===== config.mk =====
export PLATFORM = sky130hd
export DESIGN_NAME = fp2fix
export DESIGN_NICKNAME = d
export VERILOG_FILES = /design/src/rtl/dsp_pkg.sv /design/src/rtl/barrel_shift.sv /design/src/rtl/fp2fix.sv
export SDC_FILE = /design/constraint.sdc
export NUM_CORES = 1
export LEC_CHECK = 0
export CORE_UTILIZATION = 50
export DETAILED_ROUTE_END_ITERATION = 6
export GPL_ROUTABILITY_DRIVEN = 0
export PLACE_DENSITY = 0.69
export SYNTH_ARGS = -nofsm -noshare
export SYNTH_HDL_FRONTEND = slang
export SYNTH_HIERARCHICAL = 1
export SYNTH_SLANG_ARGS = --single-unit

===== constraint.sdc =====
create_clock -name clk -period 4.9 [get_ports clk]
set_clock_uncertainty 0.15 [all_clocks]
set_input_delay 0.98 -clock clk [delete_from_list [all_inputs] [get_ports clk]]
set_output_delay 0.98 -clock clk [all_outputs]
set_load 0.02 [all_outputs]

===== src/rtl/dsp_pkg.sv =====
// Shared DSP constants and enums: IEEE single fields and fp2fix state/classes.
package dsp_pkg;
  localparam int EXP_BIAS    = 127;
  localparam int EXP_SPECIAL = 255;
  localparam int MANT_W      = 23;

  typedef enum logic [1:0] {
    FP_IDLE   = 2'd0,
    FP_UNPACK = 2'd1,
    FP_SHIFT  = 2'd2,
    FP_ROUND  = 2'd3
  } fp2fix_state_t;

  typedef enum logic [1:0] {
    CLS_NORM = 2'd0,
    CLS_ZERO = 2'd1,
    CLS_SAT  = 2'd2
  } fp2fix_cls_t;
endpackage


===== src/rtl/barrel_shift.sv =====
// 32-bit combinational barrel shifter: logical/arithmetic right or logical left.
module barrel_shift (
  input  logic [31:0] i_data,
  input  logic [4:0]  i_amt,
  input  logic        i_left,
  input  logic        i_arith,
  output logic [31:0] o_data
);
  always_comb begin
    o_data = i_data >> i_amt;
    if (i_left)
      o_data = i_data << i_amt;
    else if (i_arith)
      o_data = $unsigned($signed(i_data) >>> i_amt);
  end
endmodule


===== src/rtl/fp2fix.sv =====
// IEEE-754 single to saturating signed fixed point, fixed 4-cycle latency.
// Define FP2FIX_ROUND_EN for round-half-away-from-zero; default truncates.
module fp2fix
  import dsp_pkg::*;
#(
  parameter int OUT_WIDTH = 16,
  parameter int FRAC_BITS = 15
) (
  input  logic                 clk,
  input  logic                 reset,
  input  logic                 start,
  input  logic [31:0]          dataa,
  output logic [OUT_WIDTH-1:0] result,
  output logic                 clipped,
  output logic                 busy,
  output logic                 done,
  output logic [1:0]           o_dbg_state
);
`ifdef FP2FIX_ROUND_EN
  localparam int ROUND_SH = 1;
`else
  localparam int ROUND_SH = 0;
`endif
  localparam logic [OUT_WIDTH-1:0] SAT_POS = {1'b0, {(OUT_WIDTH-1){1'b1}}};
  localparam logic [OUT_WIDTH-1:0] SAT_NEG = {1'b1, {(OUT_WIDTH-1){1'b0}}};
  localparam logic [32:0]          MAG_LIM = 33'd1 << (OUT_WIDTH-1);

  // Handshake: start is accepted only in IDLE; done is a level that rises at
  // the ROUND edge and falls at the next accepted start.
  fp2fix_state_t         r_state, w_next;
  fp2fix_cls_t           r_cls, w_cls;
  logic [31:0]           r_dataa, r_bs_data, r_shifted, w_bs_out;
  logic [4:0]            r_bs_amt;
  logic                  r_sign, r_sat_clip, w_sat_clip, w_clip;
  logic [7:0]            w_exp;
  logic [22:0]           w_man;
  logic [32:0]           w_mag;
  logic [OUT_WIDTH-1:0]  w_result;
  int                    w_kf, w_sh;

  assign w_exp       = r_dataa[30:23];
  assign w_man       = r_dataa[22:0];
  assign w_kf        = int'(w_exp) - EXP_BIAS + FRAC_BITS;
  assign w_sh        = MANT_W - w_kf - ROUND_SH;
  assign busy        = (r_state != FP_IDLE);
  assign o_dbg_state = r_state;

  always_ff @(posedge clk or posedge reset) begin
    if (reset) r_state <= FP_IDLE;
    else       r_state <= w_next;
  end

  always_comb begin
    w_next = r_state;
    case (r_state)
      FP_IDLE:   if (start) w_next = FP_UNPACK;
      FP_UNPACK: w_next = FP_SHIFT;
      FP_SHIFT:  w_next = FP_ROUND;
      FP_ROUND:  w_next = FP_IDLE;
      default:   w_next = FP_IDLE;
    endcase
  end

  // Classification priority: NaN, inf, zero/denormal, overrange, underrange.
  always_comb begin
    w_cls      = CLS_NORM;
    w_sat_clip = 1'b0;
    if (int'(w_exp) == EXP_SPECIAL && w_man != '0) begin
      w_cls = CLS_ZERO;
    end else if (int'(w_exp) == EXP_SPECIAL) begin
      w_cls      = CLS_SAT;
      w_sat_clip = 1'b1;
    end else if (w_exp == 8'd0) begin
      w_cls = CLS_ZERO;
    end else if (w_kf >= OUT_WIDTH-1) begin
      w_cls      = CLS_SAT;
      w_sat_clip = !(r_dataa[31] && w_man == '0 && w_kf == OUT_WIDTH-1);
    end else if (w_sh > 31) begin
      w_cls = CLS_ZERO;
    end
  end

  barrel_shift u_shift (
    .i_data  (r_bs_data),
    .i_amt   (r_bs_amt),
    .i_left  (1'b0),
    .i_arith (1'b0),
    .o_data  (w_bs_out)
  );

`ifdef FP2FIX_ROUND_EN
  assign w_mag = {2'b00, r_shifted[31:1]} + {32'd0, r_shifted[0]};
`else
  assign w_mag = {1'b0, r_shifted};
`endif

  always_comb begin
    w_result = '0;
    w_clip   = 1'b0;
    case (r_cls)
      CLS_ZERO: ;
      CLS_SAT: begin
        w_result = r_sign ? SAT_NEG : SAT_POS;
        w_clip   = r_sat_clip;
      end
      default: begin
        if (w_mag >= MAG_LIM) begin
          // A negative magnitude of exactly 2^(W-1) is representable.
          w_result = r_sign ? SAT_NEG : SAT_POS;
          w_clip   = !(r_sign && w_mag == MAG_LIM);
        end else begin
          w_result = r_sign ? -w_mag[OUT_WIDTH-1:0] : w_mag[OUT_WIDTH-1:0];
        end
      end
    endcase
  end

  always_ff @(posedge clk or posedge reset) begin
    if (reset) begin
      r_dataa    <= '0;
      r_sign     <= 1'b0;
      r_cls      <= CLS_ZERO;
      r_sat_clip <= 1'b0;
      r_bs_data  <= '0;
      r_bs_amt   <= '0;
      r_shifted  <= '0;
      result     <= '0;
      clipped    <= 1'b0;
      done       <= 1'b0;
    end else begin
      case (r_state)
        FP_IDLE: if (start) begin
          r_dataa <= dataa;
          done    <= 1'b0;
          clipped <= 1'b0;
        end
        FP_UNPACK: begin
          r_sign     <= r_dataa[31];
          r_cls      <= w_cls;
          r_sat_clip <= w_sat_clip;
          r_bs_data  <= {8'd0, 1'b1, w_man};
          r_bs_amt   <= w_sh[4:0];
        end
        FP_SHIFT: r_shifted <= w_bs_out;
        FP_ROUND: begin
          result  <= w_result;
          clipped <= w_clip;
          done    <= 1'b1;
        end
        default: ;
      endcase
    end
  end
endmodule


==> results.cfg <==
[timing]
tns_ns = 0
hold_ws_ns = 0.334
rsz0062_at_grt = no
worst_slew_pin_slew_ns = 1.13
finalMaxSlewViolations = 0
setup_viol = 0
setup_slack_ns = 1.54
fin_crit_sh_pct = 68.5
finalCriticalPeriod_ns = 3.36
fmax_mhz = 298
relSlewSlack_pct = 24.0
hold_violations = 0

[critical_path]
cp-end-kind = flop
crit_fanout = 14
cp-start-kind = flop
setup.worst_path.class = flop to flop
ff2ff_path_depth = 11
worst_ep_arrival_time_ns = 3.56
required_ns = 5.10

[global_route]
grt_pass1_wl_um = 43800
grt_usage_pct = 28.5
grt-ovfl-total = 0
grt_max_degree = 64
antenna_found_initial = 0
grt_pass1_vias = 8048

[placement]
postPlaceCellArea_um2 = 10300
port_buffers = 55
place_ws_ns = 1.65
dp_hpwl_um = 19000

[min_path]
min_path_type = flop to flop
hold_depth = 2

[routing]
dr.pass1.iters = 7
drtAntennaViolNets = 0
viasPerCell = 6.50
vias = 8709
remaining_drc_errors = 2
drtIter0Drc = 1107
wl_per_cell_um = 20.2
wirelength_um = 27000

[floorplanning]
rows = 50
io_pins = 56
start_util_pct = 51.2
die_y_um = 140
dieArea_um2 = 19700
die_x_um = 140
core_um2 = 18700

[clocking]
cts_root_buf = clkbuf_16
ctsHtreeMaxLevel = 4
clock_sinks = 117
numCtsBuffers = 17
clk_pin_slew_ns = 0.06
clk_latency_ns = 0.43
hold_buffers = 0
cts_tree = built
clockBufferDepth = 2
cts_setup_buffers = 0
cts_resized = 0

[logic_synthesis]
async_reset_ff_share_pct = 100
ys_ff_latch = 117
yosysSeqAreaShare_pct = 30.6
syn_inst = 1024
yosysWarnings = 6
synth_area_um2 = 9570
synth_edf_count = 0
synth_flop_cell = dfrtp_1
ys_types = 88
avgSynthCellArea_um2 = 9.35

[power]
leakagePower_nw = 4.48
powerDensity_nw_per_um2 = 812
power_mw = 8.89
peakVddDrop_mv = 0.377

[finish]
final_common_cell = mux2_2
area_delta_synth_final_pct = 14.3
drive_gt1_share_pct = 19.6
num-nets-final = 1137
layout_common_cells = mux2_2 (116), dfrtp_1 (114), nand2_1 (100)
antenna_cells = 0
design_area_um2 = 10900

[outcome]
violations = DRC
status = finished with violations

[run]
maxCapViolCount = 0
==> sequential cells by signal, summed over array words and instances (netlist names) <==
| name | flops |
|---|---|
| r_sign | 1 |
| result | 16 |
| r_sat_clip | 1 |
| clipped | 1 |
| o_dbg_state | 2 |
| r_bs_data | 24 |
| r_bs_amt | 5 |
| done | 1 |
| r_cls | 2 |
| r_dataa | 32 |
| r_shifted | 32 |
==> critical path, cell delays in order, from the launching register on <==
cell      delay, ns
dfrtp_1        0.57
inv_1          0.14
ha_1           0.43
nand2b_1       0.20
and3_1         0.20
o31ai_1        0.31
xnor2_1        0.26
ha_1           0.31
nand3b_1       0.16
a41oi_1        0.22
o31ai_1        0.11
a31o_1         0.23
==> cells by family after synthesis <==
family / after synthesis / share of synthesized area [%]
and+or+nand+nor: 306 / 15.2
AOI/OAI and AO/OA: 266 / 18.9
muxes: 203 / 27.5
DFF: 117 / 30.6
buffers and inverters: 110 / 5.49
xor gates and xnor gates: 11 / 1.01
adders and majority gates: 10 / 1.31
other: 1 / 0.0392
==> per-layer routing <==
layer	share of wire [%]	track usage (%)
met5	0	0
met4	4.5	14.7
met3	11	7.62
met2	43	41.0
met1	42	39.3
==> power breakdown <==
| part | internal (mW) | leakage (nW) | switching, mW |
|---|---|---|---|
| combinational | 2.38 | 2.80 | 3.03 |
| clock | 0.789 | 0.286 | 0.474 |
| sequential | 1.45 | 1.40 | 0.761 |
| total | 4.63 | 4.48 | 4.26 |
==> final cells by class <==
class | instances | area, um^2
clock buffers | 21 | 470
clock inverters | 11 | 124
fillers | 1632 | 7760
inverters | 24 | 92.6
multi-input cells | 864 | 6370
flip-flops and latches | 117 | 2930
well taps | 234 | 293
repair buffers | 68 | 661
==> final timing paths <==
| kind | start | to | slack, ns |
|---|---|---|---|
| worst min-delay path | result[6]$_DFFE_PP0P_ | result[6]$_DFFE_PP0P_ | 0.33 |
| worst min register to register | result[6]$_DFFE_PP0P_ | result[6]$_DFFE_PP0P_ | 0.33 |
| min in group asynchronous | reset | clipped$_DFFE_PP0P_ | 0.90 |
| worst max register to register | r_dataa[23]$_DFFE_PP0P_ | r_cls[0]$_DFFE_PP1N_ | 1.54 |
| max in group asynchronous | reset | r_bs_amt[0]$_DFFE_PP0N_ | 2.91 |
| worst max-delay path | r_dataa[23]$_DFFE_PP0P_ | r_cls[0]$_DFFE_PP1N_ | 1.54 |
==> cells in the mapped netlist (5+ instances only) <==
cell type,n,share of area (%)
a22oi_1,14,1.1
a211oi_1,7,0.55
ha_1,10,1.3
mux2_2,116,14
buf_4,6,0.47
nand3_1,18,0.94
nor4_1,12,0.78
o21ai_1,7,0.37
mux2i_1,51,5.3
o21ai_0,43,2.2
and3_1,5,0.33
buf_6,9,1.1
nand2_1,100,3.9
dfrtp_1,116,30
inv_1,24,0.94
o311ai_0,5,0.46
clkbuf_1,41,1.6
a2111oi_0,5,0.46
nand2b_1,8,0.52
o211ai_1,25,2.0
nor3_1,25,1.3
xnor2_1,8,0.73
buf_2,17,0.89
nand4_1,6,0.39
o31ai_1,7,0.55
nor2_1,90,3.5
buf_1,12,0.47
a31oi_1,20,1.3
a21oi_1,51,2.7
o22ai_1,20,1.3
o41ai_1,5,0.46
nor2b_1,7,0.46
mux4_2,35,8.2
==> stage by stage <==
stage,utilization (%),cells
after global placement,55.3,1307
final,58.5,1339
after CTS,58.5,1339
after floorplan,-,1091
after detailed placement,55.3,1307
after global routing,58.5,1339
(Power assumes the default switching activity.)
